===== src/rtl/pipe_ctrl_pkg.sv =====
// Shared constants for the pipeline sequencer: stall vectors, FSM states and
// the exception-vector helper.
package pipe_ctrl_pkg;

    localparam int unsigned INST_ADDR_W = 32;

    localparam logic [5:0] STALL_NONE = 6'b000000;
    localparam logic [5:0] STALL_IF   = 6'b000011;
    localparam logic [5:0] STALL_ID   = 6'b000111;
    localparam logic [5:0] STALL_EX   = 6'b001111;
    localparam logic [5:0] STALL_MEM  = 6'b011111;

    typedef enum logic [1:0] {
        CTRL_RUN      = 2'd0,
        CTRL_FLUSH    = 2'd1,
        CTRL_REDIRECT = 2'd2
    } ctrl_state_e;

    // Handler address wraps modulo 2^32.
    function automatic logic [INST_ADDR_W-1:0] excp_vector(
        input logic [INST_ADDR_W-1:0] base,
        input int unsigned            shift,
        input logic [4:0]             cause
    );
        return base + ({27'b0, cause} << shift);
    endfunction

endpackage


===== src/rtl/pipe_ctrl_if.sv =====
// Handshake bundle between the pipeline stages (master) and the sequencer (slave).
interface pipe_ctrl_if;
    import pipe_ctrl_pkg::*;

    logic                   stallreq_if;
    logic                   stallreq_id;
    logic                   stallreq_ex;
    logic                   stallreq_mem;
    logic                   excp_valid;
    logic [4:0]             excp_cause;
    logic [5:0]             stall;
    logic                   flush;
    logic                   pc_load;
    logic [INST_ADDR_W-1:0] new_pc;
    logic                   stall_timeout;
    logic [31:0]            perf_stall_cyc;
    logic [31:0]            perf_flush_cnt;

    modport master (
        output stallreq_if, stallreq_id, stallreq_ex, stallreq_mem,
        output excp_valid, excp_cause,
        input  stall, flush, pc_load, new_pc, stall_timeout,
        input  perf_stall_cyc, perf_flush_cnt
    );

    modport slave (
        input  stallreq_if, stallreq_id, stallreq_ex, stallreq_mem,
        input  excp_valid, excp_cause,
        output stall, flush, pc_load, new_pc, stall_timeout,
        output perf_stall_cyc, perf_flush_cnt
    );

endinterface


===== src/rtl/pipe_ctrl_wdt.sv =====
// Stall watchdog: counts consecutive PC-stall cycles and raises a sticky flag
// once the pipeline has been held for STALL_TIMEOUT cycles in a row.
module pipe_ctrl_wdt #(
    parameter int unsigned STALL_TIMEOUT = 1024
) (
    input  logic clk,
    input  logic rst,
    input  logic stall_pc,
    output logic stall_timeout
);

    localparam int unsigned     CNT_W   = $clog2(STALL_TIMEOUT);
    localparam logic [CNT_W-1:0] CNT_MAX = CNT_W'(STALL_TIMEOUT - 1);

    logic [CNT_W-1:0] cnt_q, cnt_d;
    logic             timeout_q, timeout_d;

    // Count saturates at CNT_MAX; the flag sets on the edge that would pass it.
    always_comb begin
        cnt_d     = cnt_q;
        timeout_d = timeout_q;
        if (!stall_pc) begin
            cnt_d = '0;
        end else if (cnt_q == CNT_MAX) begin
            timeout_d = 1'b1;
        end else begin
            cnt_d = cnt_q + 1'b1;
        end
    end

    always_ff @(posedge clk or negedge rst) begin
        if (!rst) begin
            cnt_q     <= '0;
            timeout_q <= 1'b0;
        end else begin
            cnt_q     <= cnt_d;
            timeout_q <= timeout_d;
        end
    end

    assign stall_timeout = timeout_q;

endmodule


===== src/rtl/pipe_ctrl.sv =====
// Pipeline sequencer: stall-vector merge, exception flush/redirect FSM and watchdog.
// Optional performance counters are built when PIPE_PERF_CNT_EN is defined.
module pipe_ctrl
    import pipe_ctrl_pkg::*;
#(
    parameter logic [INST_ADDR_W-1:0] EXCP_BASE     = 32'h0000_0020,
    parameter int unsigned            VEC_SHIFT     = 3,
    parameter int unsigned            STALL_TIMEOUT = 1024
) (
    input  logic       clk,
    input  logic       rst,
    pipe_ctrl_if.slave bus
);

    ctrl_state_e            state_q, state_d;
    logic [INST_ADDR_W-1:0] vec_q, vec_d;
    logic [INST_ADDR_W-1:0] new_pc_q, new_pc_d;
    logic                   flush_q, flush_d;
    logic                   pc_load_q, pc_load_d;
    logic [5:0]             stall_vec;

    // Stall is gated by reset so the vector reads zero while rst is held low.
    always_comb begin
        stall_vec = STALL_NONE;
        if (rst && state_q == CTRL_RUN && !bus.excp_valid) begin
            if (bus.stallreq_mem)     stall_vec = STALL_MEM;
            else if (bus.stallreq_ex) stall_vec = STALL_EX;
            else if (bus.stallreq_id) stall_vec = STALL_ID;
            else if (bus.stallreq_if) stall_vec = STALL_IF;
        end
    end

    always_comb begin
        state_d = state_q;
        vec_d   = vec_q;
        unique case (state_q)
            CTRL_RUN: begin
                if (bus.excp_valid) begin
                    vec_d   = excp_vector(EXCP_BASE, VEC_SHIFT, bus.excp_cause);
                    state_d = CTRL_FLUSH;
                end
            end
            CTRL_FLUSH:    state_d = CTRL_REDIRECT;
            CTRL_REDIRECT: state_d = CTRL_RUN;
            default:       state_d = CTRL_RUN;
        endcase
        // Outputs are registered alongside the state they decode from.
        flush_d   = (state_d == CTRL_FLUSH);
        pc_load_d = (state_d == CTRL_REDIRECT);
        new_pc_d  = (state_d == CTRL_REDIRECT) ? vec_q : new_pc_q;
    end

    always_ff @(posedge clk or negedge rst) begin
        if (!rst) begin
            state_q   <= CTRL_RUN;
            vec_q     <= '0;
            new_pc_q  <= '0;
            flush_q   <= 1'b0;
            pc_load_q <= 1'b0;
        end else begin
            state_q   <= state_d;
            vec_q     <= vec_d;
            new_pc_q  <= new_pc_d;
            flush_q   <= flush_d;
            pc_load_q <= pc_load_d;
        end
    end

    pipe_ctrl_wdt #(
        .STALL_TIMEOUT(STALL_TIMEOUT)
    ) u_wdt (
        .clk          (clk),
        .rst          (rst),
        .stall_pc     (stall_vec[0]),
        .stall_timeout(bus.stall_timeout)
    );

`ifdef PIPE_PERF_CNT_EN
    logic [31:0] perf_stall_q, perf_stall_d;
    logic [31:0] perf_flush_q, perf_flush_d;

    always_comb begin
        perf_stall_d = perf_stall_q + {31'b0, stall_vec[0]};
        perf_flush_d = perf_flush_q + {31'b0, (state_q == CTRL_FLUSH)};
    end

    always_ff @(posedge clk or negedge rst) begin
        if (!rst) begin
            perf_stall_q <= '0;
            perf_flush_q <= '0;
        end else begin
            perf_stall_q <= perf_stall_d;
            perf_flush_q <= perf_flush_d;
        end
    end

    assign bus.perf_stall_cyc = perf_stall_q;
    assign bus.perf_flush_cnt = perf_flush_q;
`else
    assign bus.perf_stall_cyc = '0;
    assign bus.perf_flush_cnt = '0;
`endif

    assign bus.stall   = stall_vec;
    assign bus.flush   = flush_q;
    assign bus.pc_load = pc_load_q;
    assign bus.new_pc  = new_pc_q;

endmodule


===== src/flat_wrapper.sv =====
// flat-port wrapper written by rule: the top's interface ports become plain ports
module pipe_ctrl_flat import pipe_ctrl_pkg::*;
#(
    parameter logic [INST_ADDR_W-1:0] EXCP_BASE     = 32'h0000_0020,
    parameter int unsigned            VEC_SHIFT     = 3,
    parameter int unsigned            STALL_TIMEOUT = 1024
)
  (clk, rst, bus_stallreq_if, bus_stallreq_id, bus_stallreq_ex, bus_stallreq_mem, bus_excp_valid, bus_excp_cause, bus_stall, bus_flush, bus_pc_load, bus_new_pc, bus_stall_timeout, bus_perf_stall_cyc, bus_perf_flush_cnt);
  pipe_ctrl_if bus_i ();
  input  logic clk;
  input  logic rst;
  input wire logic [$bits(bus_i.stallreq_if)-1:0] bus_stallreq_if;
  input wire logic [$bits(bus_i.stallreq_id)-1:0] bus_stallreq_id;
  input wire logic [$bits(bus_i.stallreq_ex)-1:0] bus_stallreq_ex;
  input wire logic [$bits(bus_i.stallreq_mem)-1:0] bus_stallreq_mem;
  input wire logic [$bits(bus_i.excp_valid)-1:0] bus_excp_valid;
  input wire logic [$bits(bus_i.excp_cause)-1:0] bus_excp_cause;
  output wire logic [$bits(bus_i.stall)-1:0] bus_stall;
  output wire logic [$bits(bus_i.flush)-1:0] bus_flush;
  output wire logic [$bits(bus_i.pc_load)-1:0] bus_pc_load;
  output wire logic [$bits(bus_i.new_pc)-1:0] bus_new_pc;
  output wire logic [$bits(bus_i.stall_timeout)-1:0] bus_stall_timeout;
  output wire logic [$bits(bus_i.perf_stall_cyc)-1:0] bus_perf_stall_cyc;
  output wire logic [$bits(bus_i.perf_flush_cnt)-1:0] bus_perf_flush_cnt;
  assign bus_i.stallreq_if = bus_stallreq_if;
  assign bus_i.stallreq_id = bus_stallreq_id;
  assign bus_i.stallreq_ex = bus_stallreq_ex;
  assign bus_i.stallreq_mem = bus_stallreq_mem;
  assign bus_i.excp_valid = bus_excp_valid;
  assign bus_i.excp_cause = bus_excp_cause;
  assign bus_stall = bus_i.stall;
  assign bus_flush = bus_i.flush;
  assign bus_pc_load = bus_i.pc_load;
  assign bus_new_pc = bus_i.new_pc;
  assign bus_stall_timeout = bus_i.stall_timeout;
  assign bus_perf_stall_cyc = bus_i.perf_stall_cyc;
  assign bus_perf_flush_cnt = bus_i.perf_flush_cnt;
  pipe_ctrl #(.EXCP_BASE(EXCP_BASE), .VEC_SHIFT(VEC_SHIFT), .STALL_TIMEOUT(STALL_TIMEOUT)) u_core (.clk(clk), .rst(rst), .bus(bus_i));
endmodule

===== config.mk =====
export PLATFORM = sky130hd
export DESIGN_NAME = pipe_ctrl_flat
export DESIGN_NICKNAME = d
export VERILOG_FILES = /design/src/rtl/pipe_ctrl_pkg.sv /design/src/rtl/pipe_ctrl_if.sv /design/src/rtl/pipe_ctrl_wdt.sv /design/src/rtl/pipe_ctrl.sv /design/src/flat_wrapper.sv
export SDC_FILE = /design/constraint.sdc
export NUM_CORES = 1
export LEC_CHECK = 0
export BUFFER_PORTS_ARGS = -buffer_cell sky130_fd_sc_hd__buf_2
export CAP_MARGIN = 10
export CORE_AREA = 3 3 72 74
export CTS_CLUSTER_SIZE = 10
export DETAILED_ROUTE_END_ITERATION = 8
export DIE_AREA = 0 0 75 77
export GPL_TIMING_DRIVEN = 0
export PLACE_DENSITY = 0.88
export SYNTH_ARGS = -nofsm -noshare
export SYNTH_HDL_FRONTEND = slang
export SYNTH_SLANG_ARGS = --single-unit

===== constraint.sdc =====
create_clock -name clk -period 2.1 [get_ports clk]
set_input_delay 0.525 -clock clk [delete_from_list [all_inputs] [get_ports clk]]
set_output_delay 0.525 -clock clk [all_outputs]
set_load 0.05 [all_outputs]

==> results of run 1 <==
power breakdown:
part           switching (mW)  internal, mW
Clock                   0.161         0.255
Sequential             0.0542         0.591
Combinational           0.727         0.290
Total                   0.943          1.14
stage by stage:
step | hold slack (ns) | power (mW) | utilization [%] | TNS, ns | std cells
detailed placement | 0.466 | 1.63 | 54.1 | -2.44 | 369
CTS | 0.0815 | 2.07 | 57.9 | -0.250 | 377
finish | 0.0718 | 2.08 | 58.5 | -0.0000709 | 379
floorplan | 0.229 | 1.50 | - | 0 | 290
global placement | 0.459 | 1.61 | 54.1 | -2.30 | 369
global route | 0.0854 | 2.16 | 58.5 | -0.296 | 379
kinds of logic (layout without fill, tap and decap cells):
| family | Yosys count | count (layout) | synth area share, % |
|---|---|---|---|
| muxes | 8 | 8 | 5.06 |
| xor gates and xnor gates | 1 | 1 | 0.443 |
| and+or+nand+nor | 40 | 40 | 14.2 |
| adders and majority gates | 2 | 2 | 1.27 |
| buffers and inverters | 100 | 135 | 37.2 |
| AOI/OAI and AO/OA | 22 | 22 | 8.73 |
| DFF | 26 | 26 | 32.9 |
| other | 1 | 91 | 0.190 |
worst min-delay path by stage:
stage | from | endpoint | slack, ns | depth (start not counted)
6_report | rst | u_core.u_wdt.cnt_q[8]$_DFFE_PN0P_ | 0.07 | 1
3_5_place_dp | u_core.u_wdt.stall_timeout$_DFFE_PN0P_ | u_core.u_wdt.stall_timeout$_DFFE_PN0P_ | 0.47 | 1
4_1_cts | rst | u_core.u_wdt.cnt_q[4]$_DFFE_PN0P_ | 0.08 | 1
3_3_place_gp | u_core.u_wdt.stall_timeout$_DFFE_PN0P_ | u_core.u_wdt.stall_timeout$_DFFE_PN0P_ | 0.46 | 1
5_1_grt | rst | u_core.bus.flush$_DFF_PN0_ | 0.09 | 1
2_1_floorplan | rst | u_core.bus.flush$_DFF_PN0_ | 0.23 | 0
worst max-delay path, stage by stage, from the launching register on:
cell and delay [ns]:
dfrtp_2 0.45, or4b_4 0.59, nor2_4 0.12, buf_8 0.15
layout make-up:
| cell class | count | area (sq um) | area share (%) |
|---|---|---|---|
| multi-input cells | 164 | 962 | 35.3 |
| inverters | 4 | 17.5 | 0.643 |
| plain buffers | 95 | 716 | 26.3 |
| flip-flops and latches | 26 | 653 | 24.0 |
| repair buffers | 32 | 238 | 8.72 |
| clock inverters | 1 | 30.0 | 1.10 |
| clock buffers | 3 | 41.3 | 1.52 |
| well taps | 54 | 67.6 | 2.48 |
per-layer routing:
layer	global-route usage, %	vias to the layer above
met3	1.57	2
met4	4.27	0
met1	13.1	654
met5	0	-
met2	23.0	77
li1	-	751
placed cells by master, fill, tap and decap left out, types with 2 or more instances in the layout:
| cell | instances |
|---|---|
| a211oi_2 | 4 |
| a21oi_1 | 6 |
| a31oi_1 | 3 |
| and2_1 | 3 |
| and3_1 | 2 |
| and4_1 | 5 |
| buf_2 | 21 |
| buf_4 | 98 |
| buf_6 | 2 |
| buf_8 | 6 |
| clkbuf_8 | 3 |
| conb_1 | 91 |
| dfrtp_1 | 24 |
| dfrtp_2 | 2 |
| ha_1 | 2 |
| inv_1 | 3 |
| mux2_2 | 4 |
| mux2_4 | 3 |
| nand2_1 | 3 |
| nand3_1 | 3 |
| nand4_1 | 4 |
| nor2_1 | 4 |
| nor2_4 | 2 |
| nor3_1 | 3 |
| nor3_2 | 3 |
| o21ai_0 | 3 |
what timing repair did:
action | in CTS | in global routing
setup endpoints to repair | 5 | 5
setup buffers | 4 | 3
gates resized for setup | 20 | 5
pin swaps | 4 | 1
registers in the layout, summed over array words and instances (netlist names):
signal                      cells
u_core.u_wdt.cnt_q             10
u_core.bus.new_pc               6
u_core.vec_q                    6
u_core.bus.flush                1
u_core.bus.pc_load              1
u_core.state_q                  1
u_core.u_wdt.stall_timeout      1
==> results.py, run 1 <==
metrics = {
    "clock_tree": {
        "numCtsBuffers": 3,
        "root_buffer": "clkbuf_8",
        "clock_latency_ns": 0.27,
        "clk_pin_slew_ns": 0.10,
        "clk_path_buf_depth": 2,
        "htreeDepth": 1,
        "cts_tree": "yes",
        "clkSinkCount": 26,
        "cts_hold_buf": 0,
    },
    "worst_setup_path": {
        "required_ns": 1.57,
        "worstPathMaxFanout": 4,
        "critical_path_class": "reg2out",
        "timing.reg2reg.worst_path_depth": 6,
        "cp-startpoint": "u_core.state_q[0]$_DFF_PN0_",
        "crit_path_end": "bus_stall[3]",
        "startpoint_type": "flip-flop",
        "reg2reg_to": "u_core.u_wdt.cnt_q[2]$_DFFE_PN0P_",
        "r2r_start": "u_core.state_q[0]$_DFF_PN0_",
        "critPathCaptureType": "output port",
        "worstPathArrival_ns": 1.58,
        "reg2reg_slack_ns": 0.42,
    },
    "detailed_routing": {
        "highest_layer": "met4",
        "firstDrtPassIters": 4,
        "wl_per_cell_microns": 10.1,
        "dr_wl_met3_microns": 374,
        "drtAntennaViolNets": 0,
        "drtIter0Drc": 52,
        "drc_errors": 0,
        "vias": 1484,
        "vias_per_cell": 3.92,
        "met1_length_microns": 1350,
        "wl_microns": 3840,
        "wl_met2_microns": 2080,
    },
    "sta": {
        "finalSetupViolCount": 1,
        "worst_slack_ns": -0.0000709,
        "max_clock_freq_mhz": 476,
        "skew_ns": 0.00790,
        "hold_violations": 0,
        "fin_crit_ns": 2.10,
        "rsz0062_at_grt": "true",
        "period_share_pct": 100,
        "slew_violations": 0,
    },
    "synthesis": {
        "netlist.area_leader.share_pct": 35.3,
        "ys_seq_elements": 26,
        "netlist_area_sq_um": 1980,
        "synth_edf_count": 0,
        "synth_area_leaders": "buf_4 35%, dfrtp_1 33%, a211oi_2 2.5%",
        "ys_seq_area_share_pct": 32.9,
        "synth.distinct_cells": 38,
        "synth.largest_area_cell": "buf_4",
        "syn-mean-instance-area_sq_um": 9.88,
        "ys_warn_count": 0,
        "syn_inst": 200,
        "synthFlopType": "dfrtp_1",
        "ys_top_cells_by_count": "93 x buf_4, 26 x dfrtp_1, 6 x a21oi_1, 6 x nor2_1, 5 x and4_1",
        "synthArstFlopShare_pct": 100,
        "yosys.cell_count.top_type": "buf_4",
    },
    "placement": {
        "placed_cell_area_sq_um": 2520,
        "port_buffers": 25,
        "hpwl_microns": 2980,
        "place_ws_ns": -0.598,
        "gp_congestion": 0.869,
    },
    "floorplanning": {
        "io_pins": 117,
        "start_util_pct": 42.4,
        "core_sq_um": 4660,
        "row_count": 25,
        "die_y_microns": 77,
        "fp.dieArea_sq_um": 5780,
        "dieWidth_microns": 75,
    },
    "cells_and_area": {
        "fillers": 396,
        "nNetsFinal": 340,
        "drive_above_1_share_pct": 47.7,
        "areaGrowthSynthToFinish_pct": 37.8,
        "n_antenna_cell": 0,
        "design_area_sq_um": 2730,
    },
    "grt": {
        "grt_pass1_vias": 1233,
        "grt_overflow_total": 0,
        "antenna_found_initial": 0,
        "grt_max_degree": 29,
        "grt_use_total_pct": 12.1,
        "grt_pass1_wl_microns": 5550,
    },
    "status": {
        "status": "finished, violations left",
        "violations": "setup timing",
    },
    "pwr": {
        "irDropWorstVdd_v": 0.000434,
        "p_leak_nw": 1.54,
        "pwr_density_cell_nw_per_um2": 763,
    },
    "run": {
        "drv_cap": 0,
    },
    "min_path": {
        "hp-class": "in2async",
    },
}
(Power assumes the default switching activity.)
==> run 2: changes to the inputs <==
CORE_AREA = 3 3 71 73   (was 3 3 72 74)
CTS_BUF_LIST = sky130_fd_sc_hd__clkbuf_8   (was not set)
DIE_AREA = 0 0 74 76   (was 0 0 75 77)
PLACE_DENSITY = 0.9   (was 0.88)
==> run 2 against run 1 <==
  * The run still ends with setup timing left
  * Die area shrank 2.6%
  * Critical path depth grew 2
  * Total power grew 0.40%
  * Count of clock-buffer cells in the layout is the same
  * Non-clock buffer count grew 3
  * Global-route usage grew 0.90 points
  * Via count shrank 0.13%
  * Flip-flop and latch count is the same
  * Clock power is essentially flat
  * Clock skew shrank 0.0027 ns
  * Largest cell class is now buffers
  * Highest routed layer unchanged
==> results.py, run 2 (synthesized netlist as in run 1, its figures left out) <==
metrics = {
    "worst_setup_path": {
        "startpoint_type": "flip-flop",
        "critPathTopFamily": "flip-flops",
        "worstPathMaxFanout": 4,
        "timing.reg2reg.worst_path_depth": 4,
        "reg2reg_to": "u_core.vec_q[6]$_DFFE_PN0P_",
        "cpMaxStageDelayCell": "dfrtp_2",
        "reg2reg_slack_ns": 0.46,
        "required_ns": 1.57,
        "critPathBufInv": 3,
        "crit_cells": 5,
        "worstPathArrival_ns": 1.60,
        "critPathCaptureType": "output port",
        "critPathMaxStageDelay_ns": 0.45,
        "path_cells": "nor4b_4 > o41ai_4 > inv_4 > buf_6 > buf_8",
        "critical_path_class": "reg2out",
        "r2r_start": "u_core.state_q[0]$_DFF_PN0_",
    },
    "clock_tree": {
        "clkSinkCount": 26,
        "clk_path_buf_depth": 2,
        "htreeDepth": 1,
        "root_buffer": "clkbuf_8",
        "numCtsBuffers": 3,
        "clock_latency_ns": 0.27,
        "cts_tree": "yes",
        "clk_pin_slew_ns": 0.10,
    },
    "run": {
        "drv_cap": 0,
    },
    "floorplanning": {
        "row_count": 24,
        "start_util_pct": 44.8,
        "core_sq_um": 4410,
        "die_y_microns": 76,
        "io_pins": 117,
        "dieWidth_microns": 74,
        "fp.dieArea_sq_um": 5620,
    },
    "pwr": {
        "pwr_density_cell_nw_per_um2": 761,
        "p_leak_nw": 1.56,
        "irDropWorstVdd_v": 0.000746,
    },
    "sta": {
        "worstMarginPinSlew_ns": 0.513,
        "hold_violations": 0,
        "rsz0062_at_grt": "true",
        "fin_crit_ns": 2.13,
        "tns_ns": -0.0544,
        "finalSetupViolCount": 2,
        "worst_slack_ns": -0.0274,
        "max_clock_freq_mhz": 470,
        "max_slew_margin_pct": 65.8,
        "period_share_pct": 101,
        "skew_ns": 0.00522,
        "slew_violations": 0,
    },
    "grt": {
        "grt_use_total_pct": 13.0,
        "grt_overflow_total": 0,
        "antenna_found_initial": 0,
        "grt_pass1_vias": 1369,
        "grt_pass1_wl_microns": 5950,
        "grt_max_degree": 29,
    },
    "cells_and_area": {
        "drive_above_1_share_pct": 48.2,
        "final_cell_mix": "101 x buf_4, 91 x conb_1, 24 x dfrtp_1",
        "top_register": "u_core.u_wdt.cnt_q",
        "design_area_sq_um": 2740,
        "n_antenna_cell": 0,
        "final_common_cell": "buf_4",
        "nNetsFinal": 343,
        "largest_reg_flops": 10,
        "areaGrowthSynthToFinish_pct": 38.7,
    },
    "placement": {
        "port_buffers": 25,
        "placed_cell_area_sq_um": 2520,
        "gp_congestion": 0.932,
        "hpwl_microns": 2910,
        "place_ws_ns": -0.601,
    },
    "detailed_routing": {
        "vias_per_cell": 3.90,
        "wl_microns": 3770,
        "highest_layer": "met4",
        "wl_per_cell_microns": 9.91,
        "drtIter0Drc": 28,
        "wl_met2_microns": 1980,
        "met1_length_microns": 1320,
        "vias": 1482,
        "dr_wl_met3_microns": 423,
        "firstDrtPassIters": 4,
        "drc_errors": 0,
        "drtAntennaViolNets": 0,
    },
    "min_path": {
        "hp-class": "in2async",
    },
    "status": {
        "violations": "setup timing",
        "status": "finished, violations left",
    },
}
-- run 2: cell types whose count changed in the layout (fill, tap and decap cells not counted) --
cell   delta
buf_6     +1
buf_4     +3
buf_8     -1
-- run 2: metrics by stage --
step,total power [mW],cells,hold slack (ns),utilization [%]
after floorplan,1.50,290,0.229,-
after global placement,1.61,367,0.457,57.1
after detailed placement,1.62,367,0.463,57.1
after CTS,2.08,378,0.0778,61.5
after global routing,2.16,380,0.0816,62.1
final,2.09,380,0.0747,62.1
-- run 2: worst max path at each step --
stage	start	slack [ns]	endpoint
after floorplan	u_core.bus.pc_load$_DFF_PN0_	0.08	bus_stall[2]
final	u_core.bus.pc_load$_DFF_PN0_	-0.03	bus_stall[1]
after global routing	u_core.bus.pc_load$_DFF_PN0_	-0.11	bus_stall[1]
after global placement	rst	-0.55	bus_stall[0]
after CTS	u_core.bus.pc_load$_DFF_PN0_	-0.09	bus_stall[0]
after detailed placement	rst	-0.60	bus_stall[0]
-- run 2: repair_timing --
item | 4_1_cts | 5_1_grt
buffers inserted | 7 | 3
hold buffers | 0 | 0
gates resized for setup | 20 | 4
hold endpoints to repair | 0 | 0
setup endpoints to repair | 5 | 5
pin swaps | 2 | 3
-- run 2: layer usage --
layer,GRT usage (%),up-vias
met1,14.3,650
li1,-,751
met4,5.07,0
met2,24.1,77
met5,0,-
met3,1.98,4
-- run 2: layout make-up --
class | instances | area (sq um)
buffer | 95 | 716
clock buffer | 3 | 41.3
clock inverter | 1 | 30.0
fill | 383 | 1670
inverter | 4 | 17.5
multi-input combinational | 164 | 962
sequential | 26 | 653
tap | 52 | 65.1
timing repair buffer | 35 | 256
-- run 2: power by group --
part	leakage, nW	switching [mW]	internal, mW
sequential	0.331	0.0495	0.590
clock	0.0357	0.164	0.255
combinational	1.19	0.729	0.299
==> run 3: changes to the inputs <==
--- a/config.mk
+++ b/config.mk
@@ -14,4 +14,5 @@
 export DIE_AREA = 0 0 74 76
 export GPL_TIMING_DRIVEN = 0
+export MAX_ROUTING_LAYER = met4
 export PLACE_DENSITY = 0.9
 export SYNTH_ARGS = -nofsm -noshare
==> constraint.sdc (replaced) <==
create_clock -name clk -period 2.1 [get_ports clk]
set_input_delay 0.315 -clock clk [delete_from_list [all_inputs] [get_ports clk]]
set_output_delay 0.315 -clock clk [all_outputs]
set_load 0.05 [all_outputs]
==> run 3 against run 2 <==
  * The flow now finishes without violations
  * Critical endpoint unchanged
  * Highest routed layer unchanged
  * Core utilization is 3.1 points lower
  * Global-route usage is 0.33 points higher
  * Maximum frequency is 6.2% higher
  * Sequential power hardly changed
  * Critical path type unchanged
==> results.py, run 3 (synthesized netlist as in run 1, its figures left out) <==
metrics = {
    "sta": {
        "whs_ns": 0.00358,
        "hold_violations": 0,
        "slew_violations": 0,
        "period_share_pct": 95.4,
        "worstMarginPinSlew_ns": 0.524,
        "finalSetupViolCount": 0,
        "tns_ns": 0,
        "max_slew_margin_pct": 65.0,
        "skew_ns": 0.000771,
        "max_clock_freq_mhz": 499,
        "fin_crit_ns": 2.00,
    },
    "worst_setup_path": {
        "path_common_cell": "buf_6",
        "critPathMaxStageDelay_ns": 0.45,
        "path_cells": "nor4b_4 > o41ai_4 > buf_6 > inv_2 > buf_4 > buf_6",
        "r2r_start": "u_core.u_wdt.cnt_q[0]$_DFFE_PN0P_",
        "timing.reg2reg.worst_path_depth": 4,
        "critical_path_class": "reg2out",
        "critPathTopFamily": "buffers and inverters",
        "reg2reg_to": "u_core.u_wdt.cnt_q[8]$_DFFE_PN0P_",
        "reg2reg_slack_ns": 0.51,
        "worstPathMaxFanout": 10,
        "required_ns": 1.78,
        "critPathBufInv": 4,
        "worstPathArrival_ns": 1.69,
        "critPathCaptureType": "output port",
        "startpoint_type": "flip-flop",
        "cpMaxStageDelayCell": "dfrtp_2",
    },
    "detailed_routing": {
        "drtIter0Drc": 47,
        "drtAntennaViolNets": 0,
        "firstDrtPassIters": 4,
        "vias": 1449,
        "vias_per_cell": 3.90,
        "wl_per_cell_microns": 9.55,
        "wl_microns": 3550,
        "drc_errors": 0,
    },
    "clock_tree": {
        "clock_latency_ns": 0.27,
        "root_buffer": "clkbuf_8",
        "clk_path_buf_depth": 2,
        "cts_tree": "yes",
        "htreeDepth": 1,
        "clk_pin_slew_ns": 0.08,
        "clkSinkCount": 26,
        "numCtsBuffers": 3,
    },
    "pwr": {
        "irDropWorstVdd_v": 0.000525,
        "p_leak_nw": 1.50,
        "pwr_density_cell_nw_per_um2": 731,
        "power_mw": 1.90,
    },
    "cells_and_area": {
        "final_util_pct": 59.0,
        "final_cell_mix": "95 x buf_4, 91 x conb_1, 24 x dfrtp_1",
        "nNetsFinal": 336,
        "n_antenna_cell": 0,
        "areaGrowthSynthToFinish_pct": 31.8,
        "drive_above_1_share_pct": 45.6,
        "top_register": "u_core.u_wdt.cnt_q",
        "regArea_sq_um": 653,
        "fillers": 395,
        "multiInputGateArea_sq_um": 941,
        "final_common_cell": "buf_4",
        "fin_cells": 372,
        "largest_reg_flops": 10,
    },
    "placement": {
        "placed_cells": 367,
        "gp_congestion": 0.899,
        "port_buffers": 25,
        "hpwl_microns": 2950,
    },
    "floorplanning": {
        "die_y_microns": 76,
        "dieWidth_microns": 74,
        "fp.dieArea_sq_um": 5620,
        "start_util_pct": 44.8,
        "io_pins": 117,
        "row_count": 24,
        "core_sq_um": 4410,
    },
    "grt": {
        "grt_max_degree": 27,
        "grt_overflow_total": 0,
        "grt_pass1_wl_microns": 5950,
        "grt_use_total_pct": 13.4,
        "antenna_found_initial": 0,
        "grt_pass1_vias": 1318,
    },
    "run": {
        "drv_cap": 0,
    },
    "status": {
        "status": "completed",
    },
    "min_path": {
        "hp-class": "in2async",
    },
}
==> run 3: changes by cell type in the layout (fill, tap and decap cells not counted), sizes merged <==
cell    delta
buf        -8
bufinv     -1
clkbuf     +1
==> run 3: per-stage QoR <==
| stage | area [sq um] | worst slack [ns] |
|---|---|---|
| 2_1_floorplan | 2310 | -0.109 |
| 3_3_place_gp | 2500 | -0.136 |
| 3_5_place_dp | 2500 | -0.131 |
| 4_1_cts | 2570 | 0.0102 |
| 5_1_grt | 2610 | -0.00602 |
| 6_report | 2610 | 0.0971 |
==> run 3: routing by layer <==
layer  up-vias  track usage [%]  part of all wire (%)
met4         0             4.89                   1.7
met2        75             23.6                    50
met5         -                -                     0
li1        740                -                     -
met3         5             1.85                    12
met1       629             14.9                    35
==> run 3: what timing repair did <==
action | CTS | global route
hold endpoints to repair | 26 | 0
gates resized for setup | 3 | 6
hold buffers | 1 | 0
buffers inserted | 0 | 1
pin swaps | 0 | 1
endpoints found under the setup margin | 2 | 4
==> run 3: area by class of cell <==
cell class              count  area share, %
plain buffers              96           27.6
multi-input cells         164           36.1
inverters                   4          0.576
clock buffers               3           1.59
well taps                  52           2.50
repair buffers             27           6.53
flip-flops and latches     26           25.1
==> run 3: worst max path at each step <==
stage / cells after the start / slack [ns] / endpoint / from
after global placement: 7 / -0.14 / bus_stall[1] / rst
after CTS: 6 / 0.01 / bus_stall[0] / u_core.state_q[0]$_DFF_PN0_
after detailed placement: 7 / -0.13 / bus_stall[0] / rst
after floorplan: 2 / -0.11 / bus_stall[2] / u_core.bus.pc_load$_DFF_PN0_
final: 6 / 0.1 / bus_stall[1] / u_core.bus.pc_load$_DFF_PN0_
after global routing: 6 / -0.006 / bus_stall[1] / u_core.bus.pc_load$_DFF_PN0_
==> run 3: where the power goes <==
| part | leakage [nW] | internal (mW) | switching (mW) |
|---|---|---|---|
| registers | 0.331 | 0.590 | 0.0475 |
| logic | 1.15 | 0.272 | 0.717 |
| clock network | 0.0216 | 0.129 | 0.150 |
